<file path="src/rtl/qclk_pkg.sv">
// rtl/qclk_pkg.sv - shared command word layout for the core and the command buffer
package qclk_pkg;
    localparam int CMD_WIDTH     = 128;
    localparam int TIME_WIDTH    = 24;
    localparam int TIME_LSB      = CMD_WIDTH - TIME_WIDTH;
    localparam int PAYLOAD_WIDTH = CMD_WIDTH - TIME_WIDTH;

    typedef struct packed {
        logic [TIME_WIDTH-1:0]    cmd_time;
        logic [PAYLOAD_WIDTH-1:0] payload;
    } cmd_word_t;
endpackage

</file>
<file path="src/rtl/qclk_cmd_buffer_if.sv">
// rtl/qclk_cmd_buffer_if.sv - command in / pulse out signal bundle between core and buffer
interface qclk_cmd_buffer_if #(
    parameter int CMD_WIDTH  = qclk_pkg::CMD_WIDTH,
    parameter int TIME_WIDTH = qclk_pkg::TIME_WIDTH
);
    logic [CMD_WIDTH-1:0]            cmd_in;
    logic                            cstrobe_in;
    logic [CMD_WIDTH-TIME_WIDTH-1:0] payload_out;
    logic                            pulse_strobe;

    modport master (output cmd_in, output cstrobe_in, input payload_out, input pulse_strobe);
    modport slave  (input cmd_in, input cstrobe_in, output payload_out, output pulse_strobe);
endinterface

</file>
<file path="src/rtl/qclk_cmd_buffer_cmd_fifo.sv">
// rtl/qclk_cmd_buffer_cmd_fifo.sv - show-ahead synchronous FIFO with flush
module cmd_fifo #(
    parameter int WIDTH      = 128,
    parameter int ADDR_WIDTH = 4
) (
    input  logic             clk,
    input  logic             rst_n,
    input  logic             push,
    input  logic             pop,
    input  logic             flush,
    input  logic [WIDTH-1:0] din,
    output logic [WIDTH-1:0] dout,
    output logic             full,
    output logic             empty
);
    localparam int DEPTH = 1 << ADDR_WIDTH;

    logic [WIDTH-1:0]      mem [DEPTH];
    logic [ADDR_WIDTH-1:0] wptr;
    logic [ADDR_WIDTH-1:0] rptr;
    logic [ADDR_WIDTH:0]   count;
    logic                  do_push;
    logic                  do_pop;

    assign full    = (count == (ADDR_WIDTH+1)'(DEPTH));
    assign empty   = (count == '0);
    assign do_pop  = pop && !empty && !flush;
    // A pop in the same cycle frees the slot a write into a full FIFO needs.
    assign do_push = push && !flush && (!full || do_pop);
    assign dout    = mem[rptr];

    always_ff @(posedge clk) begin
        if (do_push) begin
            mem[wptr] <= din;
        end
    end

    always_ff @(posedge clk or negedge rst_n) begin
        if (!rst_n) begin
            wptr  <= '0;
            rptr  <= '0;
            count <= '0;
        end else if (flush) begin
            wptr  <= '0;
            rptr  <= '0;
            count <= '0;
        end else begin
            if (do_push) begin
                wptr <= wptr + ADDR_WIDTH'(1);
            end
            if (do_pop) begin
                rptr <= rptr + ADDR_WIDTH'(1);
            end
            if (do_push && !do_pop) begin
                count <= count + (ADDR_WIDTH+1)'(1);
            end else if (!do_push && do_pop) begin
                count <= count - (ADDR_WIDTH+1)'(1);
            end
        end
    end
endmodule

</file>
<file path="src/rtl/qclk_cmd_buffer.sv">
// rtl/qclk_cmd_buffer.sv - timestamped command queue released against the quantum-clock counter
module qclk_cmd_buffer
    import qclk_pkg::*;
#(
    parameter int CMD_WIDTH       = qclk_pkg::CMD_WIDTH,
    parameter int TIME_WIDTH      = qclk_pkg::TIME_WIDTH,
    parameter int FIFO_ADDR_WIDTH = 4
) (
    input  logic                  clk,
    input  logic                  reset,
    input  logic                  enable,
    input  logic                  qclk_rst,
    qclk_cmd_buffer_if.slave      bus,
    output logic [TIME_WIDTH-1:0] qclk,
    output logic                  full,
    output logic                  empty,
    output logic                  overflow,
    output logic                  late
);
    localparam int PW = CMD_WIDTH - TIME_WIDTH;

    logic [CMD_WIDTH-1:0]  head;
    logic [TIME_WIDTH-1:0] head_time;
    logic [TIME_WIDTH-1:0] diff;
    logic                  due;
    logic [PW-1:0]         payload_q;
    logic                  strobe_q;

    assign head_time = head[CMD_WIDTH-1:PW];
    assign diff      = qclk - head_time;
    // Modular distance: MSB clear means the head time is now or at most half a range behind.
    assign due       = !empty && enable && !qclk_rst && !diff[TIME_WIDTH-1];

    cmd_fifo #(
        .WIDTH      (CMD_WIDTH),
        .ADDR_WIDTH (FIFO_ADDR_WIDTH)
    ) u_cmd_fifo (
        .clk   (clk),
        .rst_n (reset),
        .push  (bus.cstrobe_in),
        .pop   (due),
        .flush (qclk_rst),
        .din   (bus.cmd_in),
        .dout  (head),
        .full  (full),
        .empty (empty)
    );

    assign bus.payload_out  = payload_q;
    assign bus.pulse_strobe = strobe_q;

    always_ff @(posedge clk or negedge reset) begin
        if (!reset) begin
            qclk      <= '0;
            payload_q <= '0;
            strobe_q  <= 1'b0;
            overflow  <= 1'b0;
            late      <= 1'b0;
        end else begin
            if (qclk_rst) begin
                qclk <= '0;
            end else if (enable) begin
                qclk <= qclk + TIME_WIDTH'(1);
            end
            strobe_q <= due;
            if (due) begin
                payload_q <= head[PW-1:0];
            end
            if (due && (diff != '0)) begin
                late <= 1'b1;
            end
            // Flushed writes are discarded silently; only a genuine full drop counts.
            if (bus.cstrobe_in && full && !due && !qclk_rst) begin
                overflow <= 1'b1;
            end
        end
    end
endmodule

</file>
<file path="src/flat_wrapper.sv">
// flat-port wrapper written by rule: the top's interface ports become plain ports
module qclk_cmd_buffer_flat import qclk_pkg::*;
#(
    parameter int CMD_WIDTH       = qclk_pkg::CMD_WIDTH,
    parameter int TIME_WIDTH      = qclk_pkg::TIME_WIDTH,
    parameter int FIFO_ADDR_WIDTH = 4
)
  (clk, reset, enable, qclk_rst, qclk, full, empty, overflow, late, bus_cmd_in, bus_cstrobe_in, bus_payload_out, bus_pulse_strobe);
  qclk_cmd_buffer_if #(.CMD_WIDTH(CMD_WIDTH), .TIME_WIDTH(TIME_WIDTH)) bus_i ();
  input  logic clk;
  input  logic reset;
  input  logic enable;
  input  logic qclk_rst;
  output logic [TIME_WIDTH-1:0] qclk;
  output logic full;
  output logic empty;
  output logic overflow;
  output logic late;
  input wire logic [$bits(bus_i.cmd_in)-1:0] bus_cmd_in;
  input wire logic [$bits(bus_i.cstrobe_in)-1:0] bus_cstrobe_in;
  output wire logic [$bits(bus_i.payload_out)-1:0] bus_payload_out;
  output wire logic [$bits(bus_i.pulse_strobe)-1:0] bus_pulse_strobe;
  assign bus_i.cmd_in = bus_cmd_in;
  assign bus_i.cstrobe_in = bus_cstrobe_in;
  assign bus_payload_out = bus_i.payload_out;
  assign bus_pulse_strobe = bus_i.pulse_strobe;
  qclk_cmd_buffer #(.CMD_WIDTH(CMD_WIDTH), .TIME_WIDTH(TIME_WIDTH), .FIFO_ADDR_WIDTH(FIFO_ADDR_WIDTH)) u_core (.clk(clk), .reset(reset), .enable(enable), .qclk_rst(qclk_rst), .bus(bus_i), .qclk(qclk), .full(full), .empty(empty), .overflow(overflow), .late(late));
endmodule
</file>
<file path="config.mk">
export PLATFORM = sky130hd
export DESIGN_NAME = qclk_cmd_buffer_flat
export DESIGN_NICKNAME = d
export VERILOG_FILES = /design/src/rtl/qclk_pkg.sv /design/src/rtl/qclk_cmd_buffer_if.sv /design/src/rtl/qclk_cmd_buffer_cmd_fifo.sv /design/src/rtl/qclk_cmd_buffer.sv /design/src/flat_wrapper.sv
export SDC_FILE = /design/constraint.sdc
export NUM_CORES = 2
export LEC_CHECK = 0
export CAP_MARGIN = 20
export CORE_ASPECT_RATIO = 0.9
export CORE_MARGIN = 2
export CORE_UTILIZATION = 60
export DETAILED_ROUTE_END_ITERATION = 8
export DONT_BUFFER_PORTS = 1
export HOLD_SLACK_MARGIN = 0.1
export PLACE_DENSITY = 0.76
export SETUP_SLACK_MARGIN = 0.02
export SYNTH_ARGS = -nofsm -noshare
export SYNTH_HDL_FRONTEND = slang
export SYNTH_HIERARCHICAL = 1
export SYNTH_SLANG_ARGS = --single-unit
</file>
<file path="constraint.sdc">
create_clock -name clk -period 20 [get_ports clk]
set_clock_uncertainty 0.15 [all_clocks]
set_input_delay 4 -clock clk [delete_from_list [all_inputs] [get_ports clk]]
set_output_delay 4 -clock clk [all_outputs]
set_load 0.05 [all_outputs]
</file>
* Word level (Yosys, flattened, before mapping) *
Memories as Yosys holds them, arrays and structs flattened.
Index checks and enable logic that the tools add are counted.

operators by class
  equal/unequal tests = 1
  reduce and logical (&&, ||, !) cells = 27
  add/subtract/negate cells = 6
  mux-type cells = 11

operator list
  operator                                                            number
  24-bit two-way mux                                                  2
  24-bit by 1-bit adder with 24-bit output, second input constant     1
  24-bit nonzero test                                                 1
  24-bit subtractor                                                   1
  4-bit two-way mux                                                   4
  5-bit two-way mux                                                   3
  1-bit logical AND                                                   13
  4-bit by 1-bit adder with 4-bit output, second input constant       2
  1-bit zero test                                                     7
  2-bit nonzero test                                                  3
  5-bit by 1-bit adder with 5-bit output, second input constant       1
  5-bit equality test, second input constant                          1
  5-bit zero test                                                     1
  5-bit by 1-bit subtractor with 5-bit output, second input constant  1
  3-bit nonzero test                                                  1
  1-bit two-way mux                                                   2
  1-bit logical OR                                                    1

word-level totals
  memories kept = 1
  output and inout bits = 133
  logic and storage cells = 54
  register bits after elaboration = 144
  memory bits (writable) = 2048

memories
  memory                 words  bits a word  read ports  clocked after Yosys merged registers in  write ports  RTL line                        source
  u_core.u_cmd_fifo.mem  16     128          1           0                                        1            qclk_cmd_buffer_cmd_fifo.sv:18  logic [WIDTH-1:0] mem [DEPTH];

* Logic depth before layout (Yosys ltp) *
  word-level depth = 14
  gate-level depth with buffers = 26
  mapped depth without buffers = 20

* By module *
The synthesis kept the hierarchy.

by module, submodules not included
  module           seq. area each (um^2)  cells an instance  area an instance (um^2)  times used
  cmd_fifo         61824.3                3242               77466.8                  1
  qclk_cmd_buffer  3278.1                 589                6784.0                   1

* Worst setup path after synthesis *
No wires, ideal clock.

  kind = in2reg
  from = input qclk_rst
  to = memory u_core.u_cmd_fifo.mem[3][0] (enable)
  setup slack = 5.036 ns
  cell stages on the path = 9
  arrival time = 14.041 ns
  required time = 19.078 ns
  cells stage by stage = clkbuf_1 nor2_1 nand3_2 buf_6 buf_8 inv_1 nor2b_1 a211o_1 nor3_1

on the way
  word-level cells in the longest chain between the ends = 9
  elaborated cells on any way between the ends = 10

RTL lines
  item                                     RTL line                        source
  start, declared                          flat_wrapper.sv:13              input logic qclk_rst;
  1-bit zero test                          qclk_cmd_buffer.sv:32           assign due = !empty && enable && !qclk_rst && !diff[TIME_WIDTH-1];
  1-bit logical AND (2 in series)          qclk_cmd_buffer.sv:32
  net u_core.due                           qclk_cmd_buffer.sv:25           logic due;
  1-bit logical AND (2 in series)          qclk_cmd_buffer_cmd_fifo.sv:27  assign do_pop = pop && !empty && !flush;
  1-bit logical OR                         qclk_cmd_buffer_cmd_fifo.sv:29  assign do_push = push && !flush && (!full || do_pop);
  1-bit logical AND                        qclk_cmd_buffer_cmd_fifo.sv:29
  1-bit two-way mux                        qclk_cmd_buffer_cmd_fifo.sv:33  if (do_push) begin
  1-bit two-way mux (implied by the code)  qclk_cmd_buffer_cmd_fifo.sv:34  mem[wptr] <= din;
  end, declared                            qclk_cmd_buffer_cmd_fifo.sv:18

The timed path passes the listed nets, and every way through them passes these cells.

* Worst setup path after layout *
  from = register u_core.u_cmd_fifo.rptr[1]
  to = memory u_core.u_cmd_fifo.mem[15][32] (enable)

on the way
  word-level cells in the longest chain between the ends = 10

RTL lines
  item                                     RTL line                        source
  start, declared                          qclk_cmd_buffer_cmd_fifo.sv:20  logic [ADDR_WIDTH-1:0] rptr;
  start signal, assigned                   qclk_cmd_buffer_cmd_fifo.sv:52  rptr <= rptr + ADDR_WIDTH'(1);
  memory read 16 x 128 bit                 --
  net u_core.head[108]                     qclk_cmd_buffer.sv:22           logic [CMD_WIDTH-1:0] head;
  24-bit subtractor                        qclk_cmd_buffer.sv:30           assign diff = qclk - head_time;
  1-bit zero test                          qclk_cmd_buffer.sv:32
  1-bit logical AND                        qclk_cmd_buffer.sv:32
  net u_core.due                           qclk_cmd_buffer.sv:25
  1-bit logical AND (2 in series)          qclk_cmd_buffer_cmd_fifo.sv:27
  1-bit logical OR                         qclk_cmd_buffer_cmd_fifo.sv:29
  1-bit logical AND                        qclk_cmd_buffer_cmd_fifo.sv:29
  1-bit two-way mux                        qclk_cmd_buffer_cmd_fifo.sv:33
  1-bit two-way mux (implied by the code)  qclk_cmd_buffer_cmd_fifo.sv:34

The timed path passes the listed nets, and every way through them passes these cells.

==> impl_metrics.json <==
{
  "cts_made_buffers": 202,
  "crit_top_cell": "buf_4",
  "synth_top_cell_by_area": "edfxtp_1",
  "crit_chain": "buf_4 > buf_4 > mux4_2 > a22oi_1 > nand2_1 > inv_1 > ha_1 > a21o_1 > a31oi_2 > a21oi_1 > o31ai_2 > a21oi_2 > a221oi_2 > xnor2_1 > nand3_4 > inv_1 > nor2b_1 > a211o_1 > nor2_4 > buf_4 > buf_4",
  "fmax_ghz": 0.101,
  "post_drt_wl_per_cell_um": 32.3,
  "grt_max_degree": 145,
  "final.setup.tns_ps": 0,
  "postCtsSetupRepairBufs": 0,
  "io_pins": 266,
  "drt_iter0_drc": 4477,
  "critPathArrivalTime_ps": 10170,
  "netlist_instances": 3831,
  "crit_buf_inv": 6,
  "dieArea_um2": 143000,
  "n_fill_cell": 8542,
  "synth_mux_area_share_pct": 15.3,
  "holdWs_ps": 486,
  "avgSynthCellArea_um2": 22.0,
  "final_max_slew_viol_count": 0,
  "diodes": 0,
  "rsz0062_at_grt": "false",
  "use_met2_pct": 44.0,
  "drive_above_1_share_pct": 24.7,
  "finalCoreUtilization_pct": 66.5,
  "worst_slew_pin_slew_ps": 1110,
  "cts_resized": 0,
  "area_growth_syn_to_layout_pct": 10.2,
  "synthAdderAreaFrac_pct": 0.538,
  "fp.dieH_um": 359,
  "synth_fp_nets": 3999,
  "yosysSeqAreaShare_pct": 77.3,
  "drc": 0,
  "synth_edf_count": 2048,
  "ys_seq_elements": 2192,
  "h-tree-depth": 4,
  "core_area_um2": 140000,
  "grt_pass1_vias": 41296,
  "drt_first_pass_iters": 5,
  "cts.sinks": 2192,
  "syn_area_um2": 84300,
  "dp_hpwl_mm": 96.4,
  "period_minus_slack_ps": 9880,
  "fin_crit_sh_pct": 49.4,
  "synth_area_leaders": "edfxtp_1 (73%), mux4_2 (14%), dfrtp_1 (4.3%)",
  "crit_fanout": 67,
  "portBuffers": 0,
  "crit_family": "buffers and inverters",
  "grt_usage_pct": 27.1,
  "fp-row-count": 130,
  "max_cap_viol_count": 0,
  "viasPerCell": 6.76,
  "power.density_nw_per_um2": 113,
  "synth_top_family_by_area": "multiplexers",
  "hold_buffers": 0,
  "leakagePower_nw": 29.3,
  "wirelength_mm": 191,
  "start_kind": "flip-flop",
  "outcome": "finished, final reports clean",
  "critPathKind": "reg2reg",
  "setup_viol": 0,
  "grt_use_met3_pct": 6.04,
  "peakVddDrop_v": 0.000150,
  "synth-simple-area-share_pct": 1.69,
  "finalHoldViolCount": 0,
  "gr-usage-met1_pct": 37.7,
  "worstSetupEndpointType": "flip-flop",
  "grt_pass1_wl_mm": 282,
  "async_flop_share_pct": 6.57,
  "drtAntennaViolNets": 0,
  "cpPeakStageDelay_ps": 1000,
  "grt-ovfl-total": 0,
  "yosys.area.top_type_share_pct": 73.0,
  "ys.flop_type": "edfxtp_1",
  "cts-root-buf": "clkbuf_16",
  "clock_path_buffers": 3,
  "ys_warn_count": 6,
  "slew_headroom_pct": 25.7,
  "hold_class": "reg2reg",
  "clk_latency_ps": 840,
  "clk_transition_reported_paths_ps": 60,
  "synth_compound_area_share_pct": 3.23,
  "yosysMostFrequentCell": "edfxtp_1",
  "cp_slowest_cell": "dfrtp_4",
  "fp.dieW_um": 399,
  "cts_tree": "yes",
  "fin_nets": 4059,
  "instances_no_fill": 5917,
  "critPathRequiredTime_ps": 20290,
  "synth_common_cells": "edfxtp_1 (2,048), mux4_2 (512), a22oi_1 (238)",
  "place_inst": 5535,
  "place.gp.congestion": 0.859,
  "ys_types": 67,
  "dr_total_vias": 40018,
  "start_util_pct": 60.4,
  "grt.busiest_layer": "met2",
  "power.total_mw": 10.4,
  "synthXorXnorAreaFrac_pct": 0.395,
  "antenna_found_initial": 2
}
==> flip-flops by register name, summed over array words and instances (netlist names) <==
register	count
u_core/u_cmd_fifo/wptr	4
u_core/qclk	24
u_core/bus.payload_out	104
u_core/overflow	1
u_core/u_cmd_fifo/count	5
u_core/u_cmd_fifo/mem	2048
u_core/u_cmd_fifo/rptr	4
u_core/bus.pulse_strobe	1
u_core/late	1
==> final timing paths <==
path | slack (ps) | startpoint | cells past startpoint | end
max | 10120 | u_core/u_cmd_fifo/rptr[1]$_DFFE_PN0P_ | 21 | u_core/u_cmd_fifo/mem[15][32]$_DFFE_PP_
min | 490 | u_core/u_cmd_fifo/count[3]$_DFFE_PN0P_ | 2 | u_core/u_cmd_fifo/count[3]$_DFFE_PN0P_
max reg2reg | 10120 | u_core/u_cmd_fifo/rptr[1]$_DFFE_PN0P_ | 21 | u_core/u_cmd_fifo/mem[15][32]$_DFFE_PP_
min reg2reg | 490 | u_core/u_cmd_fifo/count[3]$_DFFE_PN0P_ | 2 | u_core/u_cmd_fifo/count[3]$_DFFE_PN0P_
max in group asynchronous | 16690 | reset | 0 | u_core/bus.payload_out[46]$_DFFE_PN0P_
min in group asynchronous | 2710 | reset | 0 | u_core/bus.payload_out[100]$_DFFE_PN0P_
==> per-stage QoR <==
stage	setup WS (ps)	cell area, um^2
after floorplan	5040	84300
after global placement	9640	86100
after detailed placement	10230	86100
after CTS	10190	92900
after global routing	9690	92900
final	10120	92900
==> routing by layer <==
metal | vias to the layer above | routed length [um] | part of all wire [%]
met5 | - | 13 | 0.0068
met3 | 308 | 18300 | 9.6
met2 | 2180 | 95300 | 50
met1 | 21346 | 72900 | 38
li1 | 16182 | - | -
met4 | 2 | 4360 | 2.3
==> cells by family after synthesis <==
| kind of cell | Yosys count |
|---|---|
| compound gates | 377 |
| xor+xnor | 38 |
| fa+ha+maj | 35 |
| buf+inv | 245 |
| flops | 2192 |
| mux | 624 |
| simple gates | 320 |
==> placed cells by master, fill, tap and decap left out, types with 20 or more instances in the layout <==
cell type and n:
edfxtp_1 2048, mux4_2 512, a22oi_1 238, clkbuf_16 205, nand2_1 154, dfrtp_1 142
mux2_2 78, nor2_1 58, buf_4 44, clkinv_1 43, inv_1 43, clkinv_2 38
clkbuf_1 35, ha_1 33, a21oi_1 32, xor2_1 23, o22ai_1 23, bufinv_16 21
nand3_1 21, mux2_4 20
==> cell type report <==
type / instances / area, um^2 / share of cell area, %
inverter: 43 / 161 / 0.174
tap: 1848 / 2310 / 2.49
multi-input combinational: 1394 / 17900 / 19.3
sequential: 2192 / 65100 / 70.1
timing repair buffer: 58 / 611 / 0.658
clock buffer: 254 / 5450 / 5.87
clock inverter: 128 / 1280 / 1.38
==> tightest hold or removal path, delay by kind of cell (launching register included) <==
family / cells / cell delay [ps]
AO/OA/AOI/OAI: 1 / 60
AND/OR/NAND/NOR: 1 / 100
flip-flops: 1 / 440
==> report_power, final <==
part | internal [mW] | leakage (nW) | switching (mW) | total, mW
registers | 5.19 | 20.2 | 0.512 | 5.70
clock network | 2.21 | 3.29 | 1.68 | 3.89
logic | 0.432 | 5.83 | 0.423 | 0.856
Power figures use the tool's default switching activity.
